`config.mk`:
```
export PLATFORM = sky130hd
export DESIGN_NAME = guitar_strum_sequencer
export DESIGN_NICKNAME = d
export VERILOG_FILES = /design/src/rtl/guitar_strum_sequencer.sv
export SDC_FILE = /design/constraint.sdc
export NUM_CORES = 1
export LEC_CHECK = 0
export ABC_CLOCK_PERIOD_IN_PS = 3100
export CAP_MARGIN = 20
export CORE_ASPECT_RATIO = 0.5
export CORE_MARGIN = 5
export CORE_UTILIZATION = 48
export DETAILED_ROUTE_END_ITERATION = 8
export HOLD_SLACK_MARGIN = 0.12
export PLACE_DENSITY_LB_ADDON = 0.25
export SLEW_MARGIN = 20
export SYNTH_ARGS = -nofsm -noshare
export SYNTH_HDL_FRONTEND = slang
export SYNTH_SLANG_ARGS = --single-unit
export TNS_END_PERCENT = 5
```
`constraint.sdc`:
```
create_clock -name Clk -period 3.1 [get_ports Clk]
set_input_delay 0.93 -clock Clk [delete_from_list [all_inputs] [get_ports Clk]]
set_output_delay 0.93 -clock Clk [all_outputs]
set_load 0.02 [all_outputs]
```
`src/rtl/guitar_strum_sequencer.sv`:
```
// guitar_strum_sequencer
// Turns keyboard keycode press events into one-cycle per-string pluck pulses.
// Single-string keys pluck immediately; chord keys are strummed one string at
// a time, STRUM_GAP cycles apart, by a small IDLE/PULSE/WAIT state machine.
// Optional feature macro: STRUM_ALT_EN (alternates down/up strums on every
// chord event). Without it every strum is a down strum (string 6 first).
module guitar_strum_sequencer #(
    parameter int STRUM_GAP = 50000,
    parameter int GAP_W     = 20
) (
    input  logic       Clk,
    input  logic       Reset,
    input  logic [7:0] note,
    output logic [6:0] pluck,
    output logic [4:0] pflag,
    output logic       busy
);

    localparam logic [1:0] IDLE  = 2'd0;
    localparam logic [1:0] PULSE = 2'd1;
    localparam logic [1:0] WAIT  = 2'd2;

    localparam logic [GAP_W-1:0] GAP_LOAD = GAP_W'(STRUM_GAP - 1);

    logic [7:0]       note_q;
    logic [1:0]       state;
    logic [1:0]       next_state;
    logic [GAP_W-1:0] gap_cnt;
    logic [GAP_W-1:0] next_cnt;
    logic [2:0]       str_idx;
    logic [2:0]       next_idx;
    logic [6:0]       str_mask;
    logic [6:0]       next_mask;

    logic [4:0]       key_code;
    logic [6:0]       key_str;
    logic [6:0]       key_chord;
    logic             new_event;
    logic             chord_evt;

    logic             cur_up;
    logic             start_up;
    logic [2:0]       end_idx;
    logic [2:0]       step_idx;
    logic [2:0]       start_idx;

    // Lowest string present in a mask (strings live in bits 1..6).
    function automatic logic [2:0] lowest_str(input logic [6:0] m);
        lowest_str = 3'd0;
        for (int i = 6; i >= 1; i--) begin
            if (m[i]) lowest_str = 3'(i);
        end
    endfunction

    // Highest string present in a mask.
    function automatic logic [2:0] highest_str(input logic [6:0] m);
        highest_str = 3'd0;
        for (int i = 1; i <= 6; i++) begin
            if (m[i]) highest_str = 3'(i);
        end
    endfunction

    // Next string in the mask below idx (idx itself if none).
    function automatic logic [2:0] next_lower(input logic [6:0] m, input logic [2:0] idx);
        next_lower = idx;
        for (int i = 1; i <= 6; i++) begin
            if (m[i] && (3'(i) < idx)) next_lower = 3'(i);
        end
    endfunction

    // Next string in the mask above idx (idx itself if none).
    function automatic logic [2:0] next_higher(input logic [6:0] m, input logic [2:0] idx);
        next_higher = idx;
        for (int i = 6; i >= 1; i--) begin
            if (m[i] && (3'(i) > idx)) next_higher = 3'(i);
        end
    endfunction

    // Keycode decode: string keys give a one-hot string, chord keys a mask.
    always_comb begin
        key_code  = 5'd0;
        key_str   = 7'b0000000;
        key_chord = 7'b0000000;
        case (note)
            8'd9:    begin key_code = 5'd1;  key_str   = 7'b0000010; end
            8'd10:   begin key_code = 5'd2;  key_str   = 7'b0000100; end
            8'd11:   begin key_code = 5'd3;  key_str   = 7'b0001000; end
            8'd13:   begin key_code = 5'd4;  key_str   = 7'b0010000; end
            8'd14:   begin key_code = 5'd5;  key_str   = 7'b0100000; end
            8'd15:   begin key_code = 5'd6;  key_str   = 7'b1000000; end
            8'd6:    begin key_code = 5'd7;  key_chord = 7'b1111110; end
            8'd8:    begin key_code = 5'd8;  key_chord = 7'b1111110; end
            8'd4:    begin key_code = 5'd9;  key_chord = 7'b1111100; end
            8'd7:    begin key_code = 5'd10; key_chord = 7'b1111000; end
            default: begin key_code = 5'd0; end
        endcase
    end

    // A press is a change of keycode onto a valid code; holding never retriggers.
    assign new_event = (note != note_q) && (key_code != 5'd0);
    assign chord_evt = new_event && (key_chord != 7'b0000000);

`ifdef STRUM_ALT_EN
    logic dir_toggle;
    logic strum_up;

    // Direction toggle flips on every chord press; the active strum keeps its own direction.
    always_ff @(posedge Clk or posedge Reset) begin
        if (Reset) begin
            dir_toggle <= 1'b0;
            strum_up   <= 1'b0;
        end else if (chord_evt) begin
            dir_toggle <= ~dir_toggle;
            strum_up   <= dir_toggle;
        end
    end

    assign cur_up   = strum_up;
    assign start_up = dir_toggle;
`else
    assign cur_up   = 1'b0;
    assign start_up = 1'b0;
`endif

    assign end_idx   = cur_up ? highest_str(str_mask) : lowest_str(str_mask);
    assign step_idx  = cur_up ? next_higher(str_mask, str_idx) : next_lower(str_mask, str_idx);
    assign start_idx = start_up ? lowest_str(key_chord) : highest_str(key_chord);

    // Strum sequencing; a chord press always (re)starts a strum and drops the old one.
    always_comb begin
        next_state = state;
        next_cnt   = gap_cnt;
        next_idx   = str_idx;
        next_mask  = str_mask;
        case (state)
            PULSE: begin
                if (str_idx == end_idx) begin
                    next_state = IDLE;
                end else if (STRUM_GAP == 1) begin
                    next_state = PULSE;
                    next_idx   = step_idx;
                end else begin
                    next_state = WAIT;
                    next_cnt   = GAP_LOAD;
                end
            end
            WAIT: begin
                next_cnt = gap_cnt - GAP_W'(1);
                if (gap_cnt <= GAP_W'(1)) begin
                    next_state = PULSE;
                    next_idx   = step_idx;
                end
            end
            default: begin
                next_state = IDLE;
            end
        endcase
        if (chord_evt) begin
            next_state = PULSE;
            next_mask  = key_chord;
            next_idx   = start_idx;
        end
    end

    // State registers plus registered outputs, so every pulse lands one cycle after its cause.
    always_ff @(posedge Clk or posedge Reset) begin
        if (Reset) begin
            note_q   <= 8'd0;
            state    <= IDLE;
            gap_cnt  <= '0;
            str_idx  <= 3'd0;
            str_mask <= 7'b0000000;
            pluck    <= 7'b0000000;
            pflag    <= 5'd0;
            busy     <= 1'b0;
        end else begin
            note_q   <= note;
            state    <= next_state;
            gap_cnt  <= next_cnt;
            str_idx  <= next_idx;
            str_mask <= next_mask;
            pluck    <= (new_event ? key_str : 7'b0000000)
                      | ((next_state == PULSE) ? (7'd1 << next_idx) : 7'b0000000);
            busy     <= (next_state != IDLE);
            if (new_event) begin
                pflag <= key_code;
            end
        end
    end

endmodule

```
Yosys cells after proc, flatten, opt, wreduce, memory -nomap -nowiden
Cells that the tools add are included.

Register bits: 53. Input bits: 10. Output and inout port bits: 13. Logic and storage cells: 80.

Add/sub/neg operators: 1. Order comparisons: 7. Eq/ne operators: 16. Shifts and indexed selects: 1. Multiplexer cells: 32. Bitwise logic cells: 1. Reduce and logical (&&, ||, !) cells: 14.

Operators with widths (count): 3-bit two-way mux (20); 8-bit by 4-bit == test with 1-bit output, second input constant (7); 7-bit one-hot mux with 6 select lines (1); 20-bit one-hot mux with 2 select lines (1); 4-bit one-hot mux with 10 select lines (1); 8-bit by 3-bit == test with 1-bit output, second input constant (3); 7-bit one-hot mux with 3 select lines (1); 20-bit by 1-bit <= comparator with 1-bit output, second input constant (1); 20-bit two-way mux (1); 20-bit by 1-bit subtractor with 20-bit output, second input constant (1); 7-bit two-way mux (2); 3-bit < comparator, first input constant (3); 1-bit logical AND (8); 8-bit inequality test (1); 7-bit bitwise OR (1); 7-bit nonzero test (1); 1-bit by 3-bit << shifter with 7-bit output, first input constant (1); 2-bit by 3-bit < comparator with 1-bit output, first input constant (2); 2-bit two-way mux (3); 5-bit nonzero test (1); 2-bit by 1-bit == test with 1-bit output, second input constant (2); 2-bit one-hot mux with 2 select lines (1); 2-bit nonzero test (2); 3-bit == test (1); 6 further kinds (6).

Longest topological paths before layout
Gate-level depths: netlist of run 1.

Word-level depth: 14. Mapped depth: 8. Depth with buffers taken out: 8.

Worst setup path before layout of run 1
No wires, ideal clock.

Path kind: in2reg. From: in note[0]. To: reg pluck[1]. Setup time: 0.101 ns. Arrival: 2.545 ns. Required time: 2.999 ns. Slack: 0.454 ns. Stages on the path: 7. Buffers on the path: 1. Cell sequence: buf_2 xor2_1 nor4_1 a21oi_1 or2_2 nand2b_1 o32ai_1.

Elaborated cells between the ends (all ways): 32. Classes of those cells: eq/ne: 12; shift: 1; mux: 13; bitwise: 1; reduce/logical: 5.

RTL lines: start: declaration (line 13) `input logic [7:0] note,`; 8-bit by 4-bit == test with 1-bit output / 8-bit by 3-bit == test with 1-bit output (equally long branches) (line 84) `case (note)`; 2-bit OR reduction (no line); 7-bit one-hot mux with 3 select lines (line 84); 3-bit two-way mux (4 in a row) (line 59) `if (m[i]) highest_str = 3'(i);`; 3-bit two-way mux (*) (line 158) `if (chord_evt) begin`; via next_idx[2] (line 31) `logic [2:0] next_idx;`; 1-bit by 3-bit << shifter with 7-bit output (*) (line 183) `| ((next_state == PULSE) ? (7'd1 << next_idx) : 7'b0000000);`; 7-bit two-way mux (*) (line 183); 7-bit bitwise OR (*) (line 183); end signal: assignment (line 182) `pluck <= (new_event ? key_str : 7'b0000000)`; end: declaration (line 14) `output logic [6:0] pluck,`.

Mark *: on every way through the listed nets, which the timed path passes. The rest lies on a longest branch. A chain may end at the register's enable or synchronous reset.

Worst setup path in the final report of run 1
From: in note[4]. To: reg pluck[2].

Same word-level chain as after synthesis.

==> results of run 1 <==
cells by family (layout without fill, tap and decap cells):
kind of cell | after synthesis | in the layout | share of synthesized area (%)
and+or+nand+nor | 124 | 124 | 25.0
AOI/OAI and AO/OA | 52 | 52 | 14.2
DFF | 48 | 48 | 45.8
xor gates and xnor gates | 23 | 23 | 7.68
buffers and inverters | 23 | 51 | 3.96
adders and majority gates | 4 | 4 | 1.91
muxes | 3 | 3 | 1.29
other | 1 | 1 | 0.143
report_power, final:
| group | internal (uW) | leakage (uW) | total, uW | switching, uW |
|---|---|---|---|---|
| logic | 165 | 0.000643 | 379 | 214 |
| clock network | 264 | 0.0000614 | 475 | 212 |
| registers | 713 | 0.000607 | 832 | 120 |
through the flow:
stage | instance area, um2 | util (%)
global placement | 2950 | 54.6
detailed placement | 2950 | 54.6
CTS | 3070 | 56.9
finish | 3070 | 56.9
floorplan | 2620 | -
global route | 3070 | 56.9
layout make-up:
class	count	area (um2)
fill	491	2330
multi-input combinational	207	1320
sequential	48	1200
timing repair buffer	33	300
tap	73	91.3
clock buffer	6	82.6
clock inverter	2	38.8
inverter	10	37.5
critical path, stage by stage:
cell             delay (ns)
clkdlybuf4s50_1        0.47
xor2_1                 0.19
nor4_1                 0.36
a21oi_1                0.15
or2_2                  0.32
nand2b_1               0.19
o32ai_1                0.30
per-layer routing:
| layer | vias up | part of all wire [%] |
|---|---|---|
| met3 | 10 | 3.0 |
| met5 | - | 0 |
| met4 | 0 | 1.6 |
| li1 | 1050 | - |
| met2 | 30 | 50 |
| met1 | 1043 | 46 |
worst min path at each step:
stage | startpoint | endpoint | slack, ns
floorplan | gap_cnt[15] | gap_cnt[15] | 0.51
global route | pflag[2] | pflag[2] | 0.56
global placement | pflag[3] | pflag[3] | 0.50
finish | pflag[2] | pflag[2] | 0.52
CTS | pflag[2] | pflag[2] | 0.52
detailed placement | pflag[3] | pflag[3] | 0.50
placed cells by master (no fill, tap or decap), types with 2 or more instances in the layout:
cell type | Yosys | routed
inv_1 | 10 | 9
xnor2_1 | 2 | 2
buf_4 | 1 | 12
nor2b_1 | 6 | 6
o21a_1 | 2 | 2
nor4_1 | 10 | 10
nand2_1 | 22 | 22
nand3b_1 | 2 | 2
a21boi_0 | 2 | 2
a31oi_1 | 6 | 6
nand2b_1 | 7 | 7
o31ai_1 | 10 | 10
nand3_1 | 10 | 10
or2_2 | 4 | 4
xor2_1 | 21 | 21
clkdlybuf4s50_1 | 0 | 21
nand2_2 | 2 | 2
dfrtp_1 | 48 | 48
nor3_1 | 8 | 8
nor2_1 | 30 | 30
a21oi_1 | 6 | 6
ha_1 | 4 | 4
o21ai_0 | 10 | 10
and3b_1 | 2 | 2
or3_1 | 3 | 3
a21o_1 | 2 | 2
o32ai_1 | 4 | 4
or4_1 | 6 | 6
a211oi_1 | 2 | 2
mux2_2 | 3 | 3
clkbuf_8 | 0 | 6
nand4_1 | 5 | 5
sequential cells by signal, indices dropped and copies added (netlist names):
signal	count
busy	1
gap_cnt	20
note_q	8
pflag	4
pluck	7
state	2
str_idx	3
str_mask	3
==> impl_results.md, run 1 <==
* Most common flop cell mapped by yosys: dfrtp_1
* Core Rows at 19
* Met3 usage at 3.98%
* Synthesized area per cell at 9.43 um2
* Worst-path clk slew at 0.09 ns
* Initial antenna violation count at 0
* Aggregate routed wire length at 5450 um
* Power consumption at 1690 uW
* GRT Util Overall at 16.8%
* Final hold slack at 0.518 ns
* Core area at 5400 um2
* RR Endpoint: gap_cnt[14]
* Mapped Cells at 278
* Leak at 0.00131 uW
* Critical path class: in2reg
* Horiz. Die Dim at 115 um
* Post-synthesis register bit count at 48
* Die area at 7130 um2
* Register area share after synthesis at 45.8%
* Critical Path End: pluck[2]
* Worst Setup End Kind: register
* Clock skew at 0.00392 ns
* Most common cell in the netlist: dfrtp_1
* VDD IR-drop max at 0.264 mV
* Critical R2R Launch: str_idx[0]
* Reg2reg setup slack at 0.52 ns
* Clk buf depth at 2
* Avg Vias per Cell at 5.63
* MaxCap Viol Count at 0
* Setup TNS at 0 ns
* Startpoint types: input port
* Number of I/O pins at 23
* Layout Cells excl Fill at 379
* Top-area cell type share of the netlist area at 45.8%
* Htree depth at 2
* Drt pass-1 iters at 4
* Routed WL per cell at 14.4 um
* Antenna-violating nets left at 0
* # diodes at 0
* Port Buf Inserts at 21
* Area Growth Syn to Fin at 17.0%
* Synth Net Count at 292
* Vias in the first global route at 2167
* CP required at 3.31 ns
* GRT met2 Usage at 28.5%
* CTS root buf: clkbuf_8
* CTS Hold Bufs at 0
* Residual DRC count at 0
* Ys async rst share at 100%
* Hold Path Class: reg2reg
* Crit path from: note[4]
* Cell area after synthesis at 2620 um2
* Post-DP HPWL at 3980 um
* Synth top area cells: dfrtp_1 (46%), xor2_1 (7.0%), nor2_1 (4.3%), nand2_1 (3.1%), o31ai_1 (2.9%)
* Status: finished clean
* Unique masters post-synth at 50
* Cell type with the highest aggregate area in the netlist: dfrtp_1
* Final Hold Fails at 0
* Largest net degree at the start of global routing at 49
* PnR worst setup slack at 0.404 ns
* First-pass GRT wire length at 9740 um
* Placement Setup Slack at 0.0528 ns
* Die Y at 62.3 um
* Final #Nets at 319
* Post-CTS Setup Bufs at 0
* Final setup vio count at 0
* Min Clock Period, post-route at 2.70 ns
* Clock buffer count from CTS at 5
* Gr ovfl total at 0
* R2r worst-path depth at 6
* Commonest cells in the netlist: dfrtp_1 (48), nor2_1 (30), nand2_1 (22)
* DRT iter0 DRCs at 134
* Hold depth at 1
* Pwr dens at 550 nW/um2
* TritonCTS clock tree: built
* Post-cts sizing count at 0
* EDFF count, synth at 0
* Met1 global-route usage at 20.8%
* Warnings from Yosys at 0
* Slew @ Worst Pin at 0.583 ns
* Fin. max-slew vios at 0
* Routability congestion estimate at 0.852
* Initial Util at 48.6%
* Clock latency on the worst-skew pair at 0.31 ns
* Peak Freq at 371 MHz
* Layout cells sized above 1 at 10.8%
* CP max FO at 4
* Via count at 2133
* Global routing's busiest layer: met2
* Final period utilization at 87.0%
* Placed Cells at 371
* RSZ-0062 raised after global routing: false
* Clock sink total at 48
* Headroom to the max-slew limit at 61.1%
* Data arrival, critical path at 2.91 ns
Note: power is estimated with default switching activity, not from simulation.
==> run 2, diff against run 1 <==
HOLD_SLACK_MARGIN = not set   (was 0.12)
==> results of run 2 <==
Final layout, timing and power as in run 1 (identical DEF).
==> edit 1: new RTL, config.mk and constraints of run 2 <==
The option `STRUM_ALT_EN` is turned on by a define.
--- a/src/rtl/guitar_strum_sequencer.sv
+++ b/src/rtl/guitar_strum_sequencer.sv
@@ -6,2 +6,4 @@
 // chord event). Without it every strum is a down strum (string 6 first).
+`define STRUM_ALT_EN
+
 module guitar_strum_sequencer #(
Function: changed (a bounded check fails within 4 cycles, from zero or initial values and one cycle with Reset high).
==> edit 1 against run 2 <==
Register-to-register slack gained 0.09 ns. Highest routed layer unchanged. Power up 22%. Worst setup slack lost 0.13 ns. Wire length increased by 14%. Sequential cell count is 2 higher. Cell count increased by 14%. Clock skew is essentially flat. Area after synthesis grew 13%. Sequential share of layout area shrank 3.2 points. Cell area increased by 13%.
==> edit 1: results (changes against run 2) <==
{| class="wikitable"
! Metric !! Value
|-
| Run status || completed
|-
| Global-route usage over all layers || 0.172 (+0.00381)
|-
| Worst-path maximum fanout || 7 (+3)
|-
| Post-CTS clock slew at the launch and capture registers of the worst setup and hold paths || 0.07 ns (-0.02 ns)
|-
| Starting DRC count in detailed routing || 179 (+34%)
|-
| Global placement routability congestion || 0.871 (+2.2%)
|-
| CP max-delay cell || or4_4
|-
| Total instance count after detailed placement || 424 (+14%)
|-
| FF-to-FF End || pluck[2]
|-
| Critical R2R Launch || gap_cnt[8]
|-
| Maximum clock path buffer count || 2 (unchanged)
|-
| Hold Path Class || reg -> reg
|-
| Routed wire length || 6200 um (+14%)
|-
| First-pass GRT wire length || 11100 um (+14%)
|-
| CP Data Arrival Time || 3.01 ns (+0.10 ns)
|-
| Cell at the root of the clock tree || clkbuf_16
|-
| Largest net degree at the start of global routing || 51 (+4.1%)
|-
| Hold Path End || pflag[1]
|-
| Fill cells || 520 (+5.9%)
|-
| Cell count of the worst reg-to-reg path || 7 (+1)
|-
| Average via count per standard cell || 5.62 (-0.22%)
|-
| Latest clock arrival within the worst-skew pair || 0.29 ns (-0.02 ns)
|-
| Fraction of registers with async set or reset after synthesis || 1.00 (unchanged)
|-
| TritonCTS Buffers || 5 (unchanged)
|-
| Resize count post-CTS || 0 (unchanged)
|-
| Relative slew slack || 0.582 (-0.0293)
|-
| Static leakage || 1.44 nW (+10%)
|-
| Syn nets || 329 (+13%)
|-
| PortBufs || 21 (unchanged)
|-
| Sequential area share after synthesis || 0.422 (-0.0359)
|-
| Worst supply voltage drop on vdd || 0.274 mV (+3.9%)
|-
| Setup Fix Bufs, Post-CTS || 0 (unchanged)
|-
| Number of cells traversed by the worst hold path || 2 (+1)
|-
| Ranking of synthesized cells by area || dfrtp_1, o21ai_0, nor2_1
|-
| Distinct cells, synth || 67 (+34%)
|-
| Routed length per placed instance || 14.3 um (-0.27%)
|-
| Mapped Avg Cell Area || 9.41 um2 (-0.25%)
|-
| Half-perimeter wire length after placement || 4560 um (+15%)
|-
| Setup skew after layout || 0.00404 ns (+0.000117 ns)
|-
| Warning count from the yosys run || 0 (unchanged)
|-
| Antenna violations before repair || 0 (unchanged)
|-
| Via count of the first global-routing pass || 2388 (+10%)
|-
| Reg2reg setup slack || 0.61 ns (+0.09 ns)
|-
| Delay of the slowest cell on the worst path || 0.55 ns (+0.08 ns)
|-
| H-tree depth || 2 (unchanged)
|-
| Biggest registers after layout || gap_cnt x20, note_q x8, pluck x7
|-
| Most used standard cells in the synthesized netlist || dfrtp_1, nor2_1, nand2_1
|-
| Diodes inserted || 0 (unchanged)
|-
| Share of cells above drive strength 1 || 0.151 (+0.0433)
|-
| Placement Cell Area || 0.00333 mm2 (+13%)
|-
| Number of nets at the end of the flow || 357 (+12%)
|-
| Launch instance of the worst min-delay path || pflag[1]
|}
## edit 1: cell types whose count changed after synthesis, moves of 4 or more
cell,change
o31ai_1,-8
o22ai_1,+4
a31oi_1,-4
nor4_1,-6
a21oi_1,+7
inv_1,+5
xor2_1,-11
xnor2_1,+9
o21ai_0,+11
or3_1,+7
o32ai_1,-4
o41ai_1,+4
## edit 1: metrics by stage
step                      hold WS (ns)  setup WS (ns)   util
after floorplan                  0.499          0.496      -
after global placement           0.463        0.00315  0.552
after detailed placement         0.502        -0.0279  0.552
after CTS                        0.519          0.270  0.578
after global routing             0.555          0.135  0.578
final                            0.506          0.272  0.578
## edit 1: worst max-delay path by stage
stage | from | endpoint | slack [ns] | cells past startpoint
2_1_floorplan | note[5] | pluck[3] | 0.50 | 7
3_3_place_gp | note[5] | pluck[3] | 0.003 | 8
3_5_place_dp | note[5] | pluck[4] | -0.03 | 8
4_1_cts | note[5] | pluck[3] | 0.27 | 8
5_1_grt | note[5] | pflag[1] | 0.13 | 7
6_report | note[5] | pluck[3] | 0.27 | 8
## edit 1: cell families (layout without fill, tap and decap cells)
| kind of cell | Yosys count | after routing | synth area share |
|---|---|---|---|
| flip-flops | 50 | 50 | 0.422 |
| XOR/XNOR | 21 | 21 | 0.0620 |
| adder cells (fa/ha/maj) | 4 | 4 | 0.0169 |
| other | 1 | 1 | 0.00127 |
| multiplexers | 3 | 3 | 0.0186 |
| AND/OR/NAND/NOR | 124 | 124 | 0.241 |
| buffers and inverters | 33 | 62 | 0.0485 |
| AO/OA/AOI/OAI | 79 | 79 | 0.190 |
## edit 1: routing by layer
metal  vias up  wire length, um  GRT usage
met5         -                0          0
met4         0               72     0.0391
met3        11              275     0.0370
met2        59             3030      0.299
met1      1166             2830      0.222
li1       1190                -          -
## edit 1: area by class of cell
class,count,share of cell area
Timing Repair Buffer,38,0.0970
Clock buffer,6,0.0399
Inverter,16,0.0172
Tap cell,88,0.0316
Multi-Input combinational cell,232,0.450
Clock inverter,2,0.00467
Sequential cell,50,0.359
## edit 1: power breakdown
| group | internal, W | leakage [nW] | switching [W] |
|---|---|---|---|
| clock network | 0.000324 | 0.0735 | 0.000237 |
| registers | 0.000750 | 0.627 | 0.000165 |
| logic | 0.000265 | 0.743 | 0.000322 |
| total | 0.00134 | 1.44 | 0.000724 |
## edit 1: worst min-delay path, stage by stage (launching register included)
cell,delay [ns]
dfrtp_1,0.35
nand2_1,0.06
o41ai_1,0.06
==> edit 2: new RTL, settings of run 2 <==
Made on the original files. Register the output `pflag` once more, with the module's reset; this adds one clock of latency there. The other outputs are not delayed to match.
--- a/src/rtl/guitar_strum_sequencer.sv
+++ b/src/rtl/guitar_strum_sequencer.sv
@@ -23,2 +23,4 @@
     localparam logic [GAP_W-1:0] GAP_LOAD = GAP_W'(STRUM_GAP - 1);
+
+    logic [4:0] pflag_s0;
 
@@ -173,3 +175,3 @@
             pluck    <= 7'b0000000;
-            pflag    <= 5'd0;
+            pflag_s0 <= 5'd0;
             busy     <= 1'b0;
@@ -185,4 +187,12 @@
             if (new_event) begin
-                pflag <= key_code;
-            end
+                pflag_s0 <= key_code;
+            end
+        end
+    end
+
+    always_ff @(posedge Clk or posedge Reset) begin
+        if (Reset) begin
+            pflag <= '0;
+        end else begin
+            pflag <= pflag_s0;
         end
Function: changed (a bounded check fails within 4 cycles, from zero or initial values and one cycle with Reset high).
==> edit 2 against run 2 <==
Worst setup slack better by 0.028 ns. Sequential share of layout area rose by 1.3 points. Cell area increased by 4.9%. Power up 5.0%. Wire length rose by 1.5%. Utilization increased by 1.7 points. Area after synthesis up 4.2%. Sequential cell count up 4. Largest cell class unchanged. Largest power group unchanged.
==> edit 2: results (changes against run 2) <==
{| class="wikitable"
! Metric !! Value
|-
| Via count of the first global-routing pass || 2191 (+1.1%)
|-
| Cell at the root of the clock tree || clkbuf_16
|-
| Sequential Power Share || 0.482 (-0.011)
|-
| Setup skew after layout || 0.00417 ns (+0.000247 ns)
|-
| Average via count per standard cell || 5.56 (-1.1%)
|-
| Met3 Wirelength || 149 um (-8.6%)
|-
| First-pass GRT wire length || 9950 um (+2.2%)
|-
| Post-placement setup slack || 0.117 ns (+0.0640 ns)
|-
| Switching power as a share of total power || 0.277 (-0.0457)
|-
| H-tree depth || 2 (unchanged)
|-
| Ranking of synthesized cells by area || dfrtp_1, nor2_1, xor2_1
|-
| Worst-path maximum fanout || 7 (+3)
|-
| FMAX || 375 MHz (+1.0%)
|-
| Routed wire length || 5540 um (+1.5%)
|-
| Transition time at the pin with the least slew margin || 0.811 ns (+0.228 ns)
|-
| Global placement routability congestion || 0.830 (-2.5%)
|-
| Sequential area share after synthesis || 0.476 (+0.0180)
|-
| Reg2reg setup slack || 0.64 ns (+0.12 ns)
|-
| Static leakage || 1.38 nW (+5.3%)
|-
| Routed met1 length || 2490 um (-0.20%)
|-
| Distinct cells, synth || 57 (+14%)
|-
| Most used standard cells in the synthesized netlist || dfrtp_1, nor2_1, nand2_1
|-
| Fill cells || 459 (-6.5%)
|-
| Run status || completed
|-
| Syn nets || 304 (+4.1%)
|-
| Starting DRC count in detailed routing || 105 (-22%)
|-
| WL met2 || 2770 um (+2.4%)
|-
| Antenna violations before repair || 0 (unchanged)
|-
| Worst supply voltage drop on vdd || 0.262 mV (-0.59%)
|-
| Post-CTS clock slew at the launch and capture registers of the worst setup and hold paths || 0.07 ns (-0.02 ns)
|-
| Half-perimeter wire length after placement || 3980 um (about the same)
|-
| Share of cells above drive strength 1 || 0.121 (+0.0128)
|-
| Delay of the slowest cell on the worst path || 0.59 ns (+0.12 ns)
|-
| Number of nets at the end of the flow || 328 (+2.8%)
|-
| Power in the clock group || 0.000621 W (+31%)
|-
| Global-route usage over all layers || 0.169 (+0.000755)
|-
| Diodes inserted || 0 (unchanged)
|}
## edit 2: cell types whose count changed after synthesis, sizes merged, moves of 4 or more
cell	before	now
nor4	10	5
xor2	21	15
xnor2	2	9
clkbuf	7	12
a31oi	7	2
or4	7	3
nor2	30	39
o21ai	11	18
nand4b	0	4
nor2b	6	2
dfrtp	48	52
o31ai	10	2
## edit 2: metal layers
metal / vias up / GRT usage
met1: 1051 / 0.206
met2: 36 / 0.288
li1: 1058 / -
met3: 14 / 0.0363
met4: 0 / 0.0701
met5: - / 0
## edit 2: logic make-up (layout without fill, tap and decap cells)
group | after synthesis | count (layout) | share of synthesized area
buf+inv | 28 | 53 | 0.0421
compound gates | 50 | 50 | 0.122
other cells | 1 | 1 | 0.00137
mux | 4 | 4 | 0.0156
flops | 52 | 52 | 0.476
fa+ha+maj | 4 | 4 | 0.0183
xor+xnor | 24 | 24 | 0.0769
simple gates | 127 | 127 | 0.248
## edit 2: final timing paths
check,start,to,depth (start not counted)
min,pflag_s0[1],pflag[1],0
max reg2reg,gap_cnt[0],pluck[3],8
min reg2reg,pflag_s0[1],pflag[1],0
max in group asynchronous,Reset,note_q[0],3
min in group asynchronous,Reset,pluck[4],3
max,note[2],pluck[3],7
## edit 2: area by class of cell
cell class,instances,share of cell area
tap,73,0.0284
sequential,52,0.404
inverter,12,0.0140
clock inverter,2,0.0109
multi-input combinational,210,0.409
clock buffer,6,0.0400
timing repair buffer,33,0.0933
## edit 2: metrics by stage
stage	hold slack [ns]	area, um2	power (W)	utilization	cells
after floorplan	0.348	2730	0.00106	-	290
after global placement	0.357	3060	0.00115	0.556	380
after detailed placement	0.369	3060	0.00116	0.556	380
after CTS	0.384	3220	0.00179	0.586	388
after global routing	0.394	3220	0.00187	0.586	388
final	0.384	3220	0.00177	0.586	388
